$ cat config.mk
export PLATFORM = sky130hd
export DESIGN_NAME = vga_pixel_streamer_flat
export DESIGN_NICKNAME = d
export VERILOG_FILES = /design/src/rtl/vga_pixel_streamer_if.sv /design/src/rtl/vga_pixel_streamer.sv /design/src/flat_wrapper.sv
export SDC_FILE = /design/constraint.sdc
export NUM_CORES = 1
export LEC_CHECK = 0
export BUFFER_PORTS_ARGS = -buffer_cell sky130_fd_sc_hd__buf_2
export CAP_MARGIN = 20
export CORE_MARGIN = 2
export CORE_UTILIZATION = 50
export CTS_CLUSTER_SIZE = 10
export DETAILED_ROUTE_END_ITERATION = 12
export PLACE_DENSITY = 0.83
export SLEW_MARGIN = 20
export SYNTH_ARGS = -nofsm -noshare
export SYNTH_HDL_FRONTEND = slang
export SYNTH_SLANG_ARGS = --single-unit
export TNS_END_PERCENT = 10
$ cat constraint.sdc
create_clock -name clk -period 5.47 [get_ports clk]
set_clock_uncertainty 0.1 [all_clocks]
set_input_delay 0.2735 -clock clk [delete_from_list [all_inputs] [get_ports clk]]
set_output_delay 0.2735 -clock clk [all_outputs]
set_load 0.1 [all_outputs]
$ cat src/rtl/vga_pixel_streamer_if.sv
// Read port of the show-ahead pixel FIFO feeding the VGA streamer.
// fifo_rd_data is the head word whenever fifo_empty is low; fifo_rd_en pops it.
interface vga_pixel_streamer_if;
  logic [31:0] fifo_rd_data;
  logic        fifo_empty;
  logic        fifo_rd_en;

  // master = the streamer (pops words), slave = the FIFO (supplies them)
  modport master (input fifo_rd_data, input fifo_empty, output fifo_rd_en);
  modport slave  (output fifo_rd_data, output fifo_empty, input fifo_rd_en);
endinterface

$ cat src/rtl/vga_pixel_streamer.sv
// VGA timing generator and pixel streamer: pops RGB565 pixel pairs from a show-ahead FIFO
// and drives registered syncs, blank and RGB888 on each pixel tick of a single system clock.
module vga_pixel_streamer #(
  parameter int CLK_DIV   = 2,
  parameter int H_VISIBLE = 640,
  parameter int H_FP      = 16,
  parameter int H_SYNC    = 96,
  parameter int H_BP      = 48,
  parameter int V_VISIBLE = 480,
  parameter int V_FP      = 10,
  parameter int V_SYNC    = 2,
  parameter int V_BP      = 33
) (
  input  logic                        clk,
  input  logic                        reset,
  vga_pixel_streamer_if.master        fifo,
  output logic                        frame_start,
  output logic [7:0]                  vga_r,
  output logic [7:0]                  vga_g,
  output logic [7:0]                  vga_b,
  output logic                        vga_hs,
  output logic                        vga_vs,
  output logic                        vga_blank_n,
  output logic                        underflow
);

  localparam int H_TOTAL      = H_VISIBLE + H_FP + H_SYNC + H_BP;
  localparam int V_TOTAL      = V_VISIBLE + V_FP + V_SYNC + V_BP;
  localparam int H_SYNC_START = H_VISIBLE + H_FP;
  localparam int H_SYNC_END   = H_SYNC_START + H_SYNC;
  localparam int V_SYNC_START = V_VISIBLE + V_FP;
  localparam int V_SYNC_END   = V_SYNC_START + V_SYNC;
  localparam int HW           = $clog2(H_TOTAL);
  localparam int VW           = $clog2(V_TOTAL);
  localparam int DW           = (CLK_DIV > 1) ? $clog2(CLK_DIV) : 1;

  logic [DW-1:0] div_cnt;
  logic [HW-1:0] h_cnt;
  logic [VW-1:0] v_cnt;
  logic          pix_tick;
  logic          h_last;
  logic          v_last;
  logic          visible;
  logic          hsync_on;
  logic          vsync_on;
  logic          fetch;
  logic [15:0]   pix_hi;
  logic          word_ok;
  logic [15:0]   pix_next;
  logic [23:0]   rgb_next;

  // Bit replication keeps full-scale 565 values at full-scale 888 (0x1F -> 0xFF).
  function automatic logic [23:0] rgb565_to_rgb888(input logic [15:0] p);
    return {p[15:11], p[15:13], p[10:5], p[10:9], p[4:0], p[4:2]};
  endfunction

  assign pix_tick = (div_cnt == DW'(CLK_DIV - 1));
  assign h_last   = (h_cnt == HW'(H_TOTAL - 1));
  assign v_last   = (v_cnt == VW'(V_TOTAL - 1));
  assign visible  = (h_cnt < HW'(H_VISIBLE)) && (v_cnt < VW'(V_VISIBLE));
  assign hsync_on = (h_cnt >= HW'(H_SYNC_START)) && (h_cnt < HW'(H_SYNC_END));
  assign vsync_on = (v_cnt >= VW'(V_SYNC_START)) && (v_cnt < VW'(V_SYNC_END));
  assign fetch    = pix_tick && visible && !h_cnt[0];

  // The pop strobe is combinational so the FIFO advances on the same edge the head word is latched.
  assign fifo.fifo_rd_en = !reset && fetch && !fifo.fifo_empty;
  assign frame_start     = !reset && pix_tick && h_last && v_last;

  // NOTE: every combinational output gets a default first, so no path leaves it unassigned
  // and no latch is inferred.
  always_comb begin
    pix_next = '0;
    if (visible) begin
      if (!h_cnt[0]) begin
        if (!fifo.fifo_empty) begin
          pix_next = fifo.fifo_rd_data[15:0];
        end
      end else if (word_ok) begin
        pix_next = pix_hi;
      end
    end
  end

  assign rgb_next = rgb565_to_rgb888(pix_next);

  // NOTE: sequential state uses non-blocking assignments only, so every register samples
  // pre-edge values regardless of statement order.
  always_ff @(posedge clk) begin
    if (reset) begin
      div_cnt     <= '0;
      h_cnt       <= '0;
      v_cnt       <= '0;
      pix_hi      <= '0;
      word_ok     <= 1'b0;
      vga_r       <= '0;
      vga_g       <= '0;
      vga_b       <= '0;
      vga_hs      <= 1'b1;
      vga_vs      <= 1'b1;
      vga_blank_n <= 1'b0;
      underflow   <= 1'b0;
    end else begin
      div_cnt <= pix_tick ? '0 : div_cnt + 1'b1;
      if (pix_tick) begin
        if (h_last) begin
          h_cnt <= '0;
          v_cnt <= v_last ? '0 : v_cnt + 1'b1;
        end else begin
          h_cnt <= h_cnt + 1'b1;
        end

        {vga_r, vga_g, vga_b} <= rgb_next;
        vga_hs                <= !hsync_on;
        vga_vs                <= !vsync_on;
        vga_blank_n           <= visible;

        // A missed word is not made up later; the odd pixel of that pair goes black too.
        if (fetch) begin
          if (fifo.fifo_empty) begin
            word_ok   <= 1'b0;
            underflow <= 1'b1;
          end else begin
            word_ok <= 1'b1;
            pix_hi  <= fifo.fifo_rd_data[31:16];
          end
        end
      end
    end
  end

endmodule

$ cat src/flat_wrapper.sv
// flat-port wrapper written by rule: the top's interface ports become plain ports
module vga_pixel_streamer_flat 
#(
  parameter int CLK_DIV   = 2,
  parameter int H_VISIBLE = 640,
  parameter int H_FP      = 16,
  parameter int H_SYNC    = 96,
  parameter int H_BP      = 48,
  parameter int V_VISIBLE = 480,
  parameter int V_FP      = 10,
  parameter int V_SYNC    = 2,
  parameter int V_BP      = 33
)
  (clk, reset, frame_start, vga_r, vga_g, vga_b, vga_hs, vga_vs, vga_blank_n, underflow, fifo_fifo_rd_data, fifo_fifo_empty, fifo_fifo_rd_en);
  vga_pixel_streamer_if fifo_i ();
  input  logic clk;
  input  logic reset;
  output logic frame_start;
  output logic [7:0] vga_r;
  output logic [7:0] vga_g;
  output logic [7:0] vga_b;
  output logic vga_hs;
  output logic vga_vs;
  output logic vga_blank_n;
  output logic underflow;
  input wire logic [$bits(fifo_i.fifo_rd_data)-1:0] fifo_fifo_rd_data;
  input wire logic [$bits(fifo_i.fifo_empty)-1:0] fifo_fifo_empty;
  output wire logic [$bits(fifo_i.fifo_rd_en)-1:0] fifo_fifo_rd_en;
  assign fifo_i.fifo_rd_data = fifo_fifo_rd_data;
  assign fifo_i.fifo_empty = fifo_fifo_empty;
  assign fifo_fifo_rd_en = fifo_i.fifo_rd_en;
  vga_pixel_streamer #(.CLK_DIV(CLK_DIV), .H_VISIBLE(H_VISIBLE), .H_FP(H_FP), .H_SYNC(H_SYNC), .H_BP(H_BP), .V_VISIBLE(V_VISIBLE), .V_FP(V_FP), .V_SYNC(V_SYNC), .V_BP(V_BP)) u_core (.clk(clk), .reset(reset), .fifo(fifo_i), .frame_start(frame_start), .vga_r(vga_r), .vga_g(vga_g), .vga_b(vga_b), .vga_hs(vga_hs), .vga_vs(vga_vs), .vga_blank_n(vga_blank_n), .underflow(underflow));
endmodule
==> impl_results.md, run 1 <==
- Switch Pwr: 0.2780 mW
- Post-synth net total: 350
- CP max stage cell: nand4_1
- Slew at the pin with the worst max-slew slack: 927.0 ps
- Post-DP HPWL: 4067 um
- Core Util, Final: 0.6074
- Largest stage delay, worst path: 720 ps
- Initial Util: 0.5094
- WS Path Type: flop to output pin
- Outcome: finished, final reports clean
- Fin. Hold Viols: 0
- Placed insts: 419
- Htree depth: 3
- Hold WC Path Type: input port to flop
- Maximum clock path buffer count: 2
- Worst skew pair latency: 340 ps
- Clk pwr share: 0.439
- Gr ovfl total: 0
- Per-cell routed wire length: 13.49 um
- Power per standard cell area: 334.3 nW/um2
- Crit path required time: 5100 ps
- TritonCTS Buffers: 9
- Die width: 75.68 um
- Placed instance area: 2829 um2
- Total Power: 1.024 mW
- Number of buffers added on ports: 64
- # setup viols final: 0
- Fin cells: 435
- Drt pass-1 iters: 4
- Main synth FF type: dfxtp_1
- Synth warn: 0
- RD Place Congestion: 0.8118
- Share of cells above drive strength 1: 0.2384
- CTS tree: built
- Combinational share of power: 0.125
- Most common cell after layout, fill and taps aside: buf_2
- Crit path cell chain: nor2_2, nand4_1, nor2_1, buf_2
- Max-slew headroom: 0.3733
- Largest net degree at the start of global routing: 38
- EDFF count, synth: 0
- FMAX: 0.3026 GHz
- Resized Gates After CTS: 0
- Min Tclk post-route: 3305 ps
- Antenna-violating nets left: 0
- Initial antenna violation count: 0
- GRT Total Usage: 0.2126
- Layout area overhead: 19.24%
- Net count, final: 399
- Placeable core region: 5042 um2
- Synth Register Bits: 58
- First-pass GRT wire length: 9280 um
- WP data arrival: 2930 ps
- Clock-pin slew on the worst setup and hold paths: 70 ps
- DR DRC count: 0
- Vias: 2358
- CP Launch Type: flop
- Area of the mapped netlist: 2569 um2
- Post-CTS Setup Repair Bufs: 0
- Root buffer cell: clkbuf_8
- Synthesized instance count: 311
- RSZ-0062 raised after global routing: false
- Fillers: 442
- Clock Sinks: 58
- Vias per cell: 5.421
- Critical Path End Type: output pin
- Most frequent cells in the layout: buf_2, nand2_1, dfxtp_1
- TNS Setup: 0 ps
- P_int: 0.7459 mW
- Sw Share: 0.2715
- Drt total wl: 5869 um
- # diodes: 0
- LEAKAGE: 1.214 nW
- Placement row count: 26
- Vias in the first global route: 2166
- Mapped Avg Cell Area: 8.260 um2
- Maxcap violations: 0
- Die Y: 75.68 um
- Sequential-to-total area share from yosys stat: 0.4520
- DR iter-0 viols: 113
- I/O pin cnt: 65
- Ys async rst share: 0
- Fin crit share: 0.6042
- Full die area: 5727 um2
- Register share of total power: 0.436
- Yosys cell types: 43
- Hold-fix buffers at CTS: 0
- Max Slew Vio Count: 0
- Final instance area: 3063 um2
- Worst vdd ir: 191.4 uV
- Max FO, Critical Path: 18
cell families after synthesis:
| family | count (synthesis) | share of synthesized area |
|---|---|---|
| XOR/XNOR | 9 | 0.03068 |
| flip-flops | 58 | 0.4520 |
| AO/OA/AOI/OAI | 78 | 0.1788 |
| AND/OR/NAND/NOR | 126 | 0.2470 |
| adder cells (fa/ha/maj) | 4 | 0.01948 |
| buffers and inverters | 36 | 0.07209 |
cell usage after synthesis (all sizes together) (2+ instances only):
cell type / instances / area share
nand2b: 2 / 0.0049
or4: 4 / 0.013
nor2: 16 / 0.023
ha: 4 / 0.019
xor2: 4 / 0.014
or3: 3 / 0.0078
buf: 12 / 0.037
nor4: 2 / 0.0049
and2: 2 / 0.0049
nand2: 61 / 0.089
a22oi: 16 / 0.047
a21oi: 29 / 0.057
xnor2: 5 / 0.017
nor3: 5 / 0.0097
and3: 2 / 0.0054
and4: 2 / 0.0068
nand3: 9 / 0.018
o32ai: 2 / 0.0068
inv: 10 / 0.015
o31ai: 3 / 0.0088
o21ai: 23 / 0.045
a31oi: 2 / 0.0049
nand4: 7 / 0.017
dfxtp: 58 / 0.45
clkbuf: 14 / 0.020
nor3b: 2 / 0.0058
nand4b: 2 / 0.013
per-layer routing:
| layer | up-vias | track usage | share of wire |
|---|---|---|---|
| met4 | 0 | 0.09357 | 0.017 |
| met1 | 1103 | 0.2559 | 0.43 |
| met3 | 10 | 0.05423 | 0.057 |
| li1 | 1176 | - | - |
| met2 | 69 | 0.3585 | 0.49 |
| met5 | - | 0 | 0 |
path summary, 6_finish.rpt:
path,from,end,slack (ps),cells after the start
worst min-delay path,fifo_fifo_rd_data[24],u_core.pix_hi[8]$_SDFFE_PP0P_,70,3
worst min register to register,u_core.vga_blank_n$_SDFFE_PP0P_,u_core.vga_blank_n$_SDFFE_PP0P_,340,2
worst max-delay path,u_core.h_cnt[0]$_SDFFE_PP0P_,fifo_fifo_rd_en,2170,4
worst max register to register,u_core.h_cnt[0]$_SDFFE_PP0P_,u_core.v_cnt[9]$_SDFFE_PP0P_,3100,5
area by class of cell:
class                   instances  area [um2]  area share
clock buffers                  12       155.1     0.05065
clock inverters                 4       73.82     0.02410
inverters                      10       37.54     0.01225
multi-input cells             217        1227      0.4007
flip-flops and latches         58        1161      0.3791
well taps                      70       87.58     0.02859
repair buffers                 64       320.3      0.1046
critical path, delay by kind of cell, from the launching register on:
| kind | cells | cell delay, ps |
|---|---|---|
| AND/OR/NAND/NOR | 3 | 1710 |
| buffers and inverters | 1 | 480 |
| flip-flops | 1 | 380 |
flip-flops by register name, summed over array words and instances (netlist names):
register	count
u_core.pix_hi	16
u_core.h_cnt	10
u_core.v_cnt	10
u_core.vga_g	6
u_core.vga_b	5
u_core.vga_r	5
u_core.div_cnt	1
u_core.underflow	1
u_core.vga_blank_n	1
u_core.vga_hs	1
u_core.vga_vs	1
u_core.word_ok	1
stage by stage:
step / hold WS (ps) / setup slack [ps]
2_1_floorplan: 309.5 / 1675
3_3_place_gp: 328.9 / 2213
3_5_place_dp: 334.7 / 2190
4_1_cts: 61.75 / 1774
5_1_grt: 66.98 / 1991
6_report: 68.70 / 2165
power by group through the flow:
stage | sequential [mW] | combinational [mW] | clock (mW)
floorplan | 0.496 | 0.0606 | 0
global placement | 0.455 | 0.126 | 0
detailed placement | 0.456 | 0.126 | 0
CTS | 0.446 | 0.127 | 0.455
global route | 0.448 | 0.136 | 0.476
finish | 0.446 | 0.128 | 0.450
(Power assumes the default switching activity.)
==> run 2, diff against run 1 <==
--- a/config.mk
+++ b/config.mk
@@ -5,13 +5,14 @@
 export SDC_FILE = /design/constraint.sdc
 export NUM_CORES = 1
 export LEC_CHECK = 0
+export ABC_AREA = 1
 export BUFFER_PORTS_ARGS = -buffer_cell sky130_fd_sc_hd__buf_2
 export CAP_MARGIN = 20
 export CORE_MARGIN = 2
-export CORE_UTILIZATION = 50
+export CORE_UTILIZATION = 48
 export CTS_CLUSTER_SIZE = 10
 export DETAILED_ROUTE_END_ITERATION = 12
-export PLACE_DENSITY = 0.83
+export PLACE_DENSITY = 0.82
 export SLEW_MARGIN = 20
 export SYNTH_ARGS = -nofsm -noshare
 export SYNTH_HDL_FRONTEND = slang
==> constraint.sdc (replaced) <==
create_clock -name clk -period 3 [get_ports clk]
set_clock_uncertainty 0.1 [all_clocks]
set_input_delay 0.15 -clock clk [delete_from_list [all_inputs] [get_ports clk]]
set_output_delay 0.15 -clock clk [all_outputs]
set_load 0.1 [all_outputs]
==> run 2 against run 1 <==
Against the previous run:
- setup slack worse by 1600 ps
- final cell count rose by 24%
- sequential share of layout area down 4.0 points
- largest cell class unchanged
- largest power group is now sequential cells
- combinational power up 110%
- register-to-register slack worse by 1900 ps
- critical endpoint unchanged
==> impl_results.md, run 2 <==
- Crit path cell chain: nand3_1, nor2_2, nand4_4, buf_4, nor2_1, buf_2
- Clock-pin slew on the worst setup and hold paths: 70 ps (about the same)
- RSZ-0062 raised after global routing: false
- Post-DP HPWL: 4712 um (+16%)
- LEAKAGE: 1.599 nW (+32%)
- Mapped Avg Cell Area: 7.210 um2 (-13%)
- FMAX: 0.4190 GHz
- I/O pin cnt: 65 (unchanged)
- Largest Register: u_core.pix_hi
- DR DRC count: 0 (unchanged)
- TNS Setup: 0 ps (unchanged)
- Die Y: 80.64 um (+6.6%)
- WP data arrival: 2140 ps (-790 ps)
- Fillers: 486 (+10%)
- CTS tree: built
- Met1 Use GR: 0.2809 (+0.02497)
- Max FO, Critical Path: 34 (+16)
- WS Path Type: flop to output pin
- # diodes: 0 (unchanged)
- Met3 Track Usage GR: 0.04157 (-0.01266)
- Most common cell after layout, fill and taps aside: nand2_1
- Fin. Hold Viols: 0 (unchanged)
- Fin crit share: 0.7955
- Placed insts: 508 (+21%)
- Ranking of synthesized cells by area: dfxtp_1, nand2_1, nor2_1
- Initial Util: 0.5057 (-0.003705)
- Hold WC Path Type: input port to flop
- Net count, final: 502 (+26%)
- Maximum clock path buffer count: 2 (unchanged)
- Max reg flops: 16 (unchanged)
- Worst vdd ir: 326.5 uV (+71%)
- Fin cells: 540 (+24%)
- Post-synth top area cell: dfxtp_1
- Crit path required time: 2750 ps (-2350 ps)
- Power per standard cell area: 496.7 nW/um2 (+49%)
- Yosys cell types: 32 (-26%)
- Max Slew Vio Count: 0 (unchanged)
- Post-synth net total: 430 (+23%)
- RD Place Congestion: 0.8766 (+8.0%)
- Vias in the first global route: 2451 (+13%)
- Antenna-violating nets left: 0 (unchanged)
- Drt total wl: 6690 um (+14%)
- Share of cells above drive strength 1: 0.2201 (-0.01827)
- Drt pass-1 iters: 4 (unchanged)
- Crit path max-delay family: buffers and inverters
- Largest stage delay, worst path: 560 ps (-160 ps)
- Sequential-to-total area share from yosys stat: 0.4119 (-0.04013)
- # setup viols final: 0 (unchanged)
- Full die area: 6502 um2 (+14%)
- Placeable core region: 5574 um2 (+11%)
- WHS: 24.47 ps (-44.24 ps)
- Total Power: 1.703 mW (+66%)
- First-pass GRT wire length: 10680 um (+15%)
- TritonCTS Buffers: 9 (unchanged)
- Per-cell routed wire length: 12.39 um (-8.2%)
- Synthesized instance count: 391 (+26%)
- Count leader, synth: nand2_1
- Worst skew pair latency: 330 ps (about the same)
- Largest net degree at the start of global routing: 35 (-7.9%)
- Outcome: finished, final reports clean
- Placed instance area: 3097 um2 (+9.5%)
- Main synth FF type: dfxtp_1
- Min Tclk post-route: 2387 ps
- Vias per cell: 4.969 (-8.3%)
- Synth warn: 0 (unchanged)
- Number of buffers added on ports: 64 (unchanged)
- Gr ovfl total: 0 (unchanged)
- Clock Sinks: 58 (unchanged)
- EDFF count, synth: 0 (unchanged)
- GRT Total Usage: 0.2161 (+0.003449)
- Global route hottest layer: met2
- Synth Register Bits: 58 (unchanged)
- Critical path buffers and inverters: 2 (+1)
- CP max stage cell: dfxtp_1
- Placement row count: 27 (+3.8%)
- Slew at the pin with the worst max-slew slack: 953.9 ps (+26.94 ps)
- Most frequent cells in the layout: nand2_1, nor2_1, buf_2
- Maxcap violations: 0 (unchanged)
- Die width: 80.64 um (+6.6%)
- Root buffer cell: clkbuf_8
- Initial antenna violation count: 0 (unchanged)
- M2 GR Usage: 0.3308 (-0.02762)
- CP Launch Type: flop
- Htree depth: 3 (unchanged)
- Synth top area share: 0.4119 (-0.04013)
- Post-CTS Setup Repair Bufs: 0 (unchanged)
- DR iter-0 viols: 134 (+19%)
- Synth top cells by count: nand2_1, nor2_1, dfxtp_1
- Layout area overhead: 21.62%
- Max-slew headroom: 0.3617 (-0.01160)
- Area of the mapped netlist: 2819 um2 (+9.7%)
- Final instance area: 3428 um2 (+12%)
- Ys async rst share: 0 (unchanged)
- Vias: 2683 (+14%)
- Critical Path End Type: output pin
- Top flop regs: u_core.pix_hi x16, u_core.h_cnt x10, u_core.v_cnt x10
## run 2: final timing paths
check                                                    from                       endpoint  slack, ps  cells past startpoint
worst min register to register  u_core.underflow$_SDFFE_PP0P_  u_core.underflow$_SDFFE_PP0P_        350                      2
worst max-delay path                u_core.div_cnt$_SDFF_PP0_                fifo_fifo_rd_en        610                      6
worst min-delay path                     fifo_fifo_rd_data[8]   u_core.vga_g[5]$_SDFFE_PP0P_         20                      3
worst max register to register   u_core.h_cnt[0]$_SDFFE_PP0P_   u_core.v_cnt[9]$_SDFFE_PP0P_       1160                      8
## run 2: report_power, final
| group | total (mW) | switching (mW) | internal (mW) |
|---|---|---|---|
| combinational | 0.263 | 0.191 | 0.0714 |
| clock | 0.621 | 0.304 | 0.317 |
| sequential | 0.820 | 0.0211 | 0.798 |
| total | 1.70 | 0.516 | 1.19 |
## run 2: stage by stage
stage | setup slack (ps) | utilization
after floorplan | 464.3 | -
after global placement | 1049 | 0.5556
after detailed placement | 982.9 | 0.5556
after CTS | 599.0 | 0.6150
after global routing | 435.3 | 0.6150
final | 613.4 | 0.6150
## run 2: cell type report
type,count,area [um2],area share
Clock inverter,5,30.03,0.008759
Tap cell,72,90.09,0.02628
Timing Repair Buffer,81,488.0,0.1423
Sequential cell,58,1161,0.3387
Clock buffer,11,141.4,0.04124
Inverter,51,191.4,0.05584
Multi-Input combinational cell,262,1326,0.3869
## run 2: worst register-to-register path: cells and delay by family (launching register included)
kind	cells	cell delay, ps
flip-flops	1	420
adder cells (fa/ha/maj)	1	250
AND/OR/NAND/NOR	7	980
## run 2: logic make-up (layout without fill, tap and decap cells)
kind of cell               after synthesis  in the layout  synth area share
and+or+nand+nor                        204            204            0.3196
buffers and inverters                   71            148            0.1194
DFF                                     58             58            0.4119
AOI/OAI and AO/OA                       51             51            0.1221
adders and majority gates                4              4           0.01775
xor gates and xnor gates                 3              3          0.009323
## run 2: routing by layer
| metal | part of all wire | vias to the layer above |
|---|---|---|
| met1 | 0.46 | 1228 |
| met2 | 0.47 | 64 |
| met5 | 0 | - |
| met3 | 0.040 | 14 |
| met4 | 0.026 | 0 |
| li1 | - | 1377 |
## run 2: timing repair
action,in CTS,in global routing
gates resized for setup,0,0
endpoints found under the hold margin,16,0
hold buffers,16,0
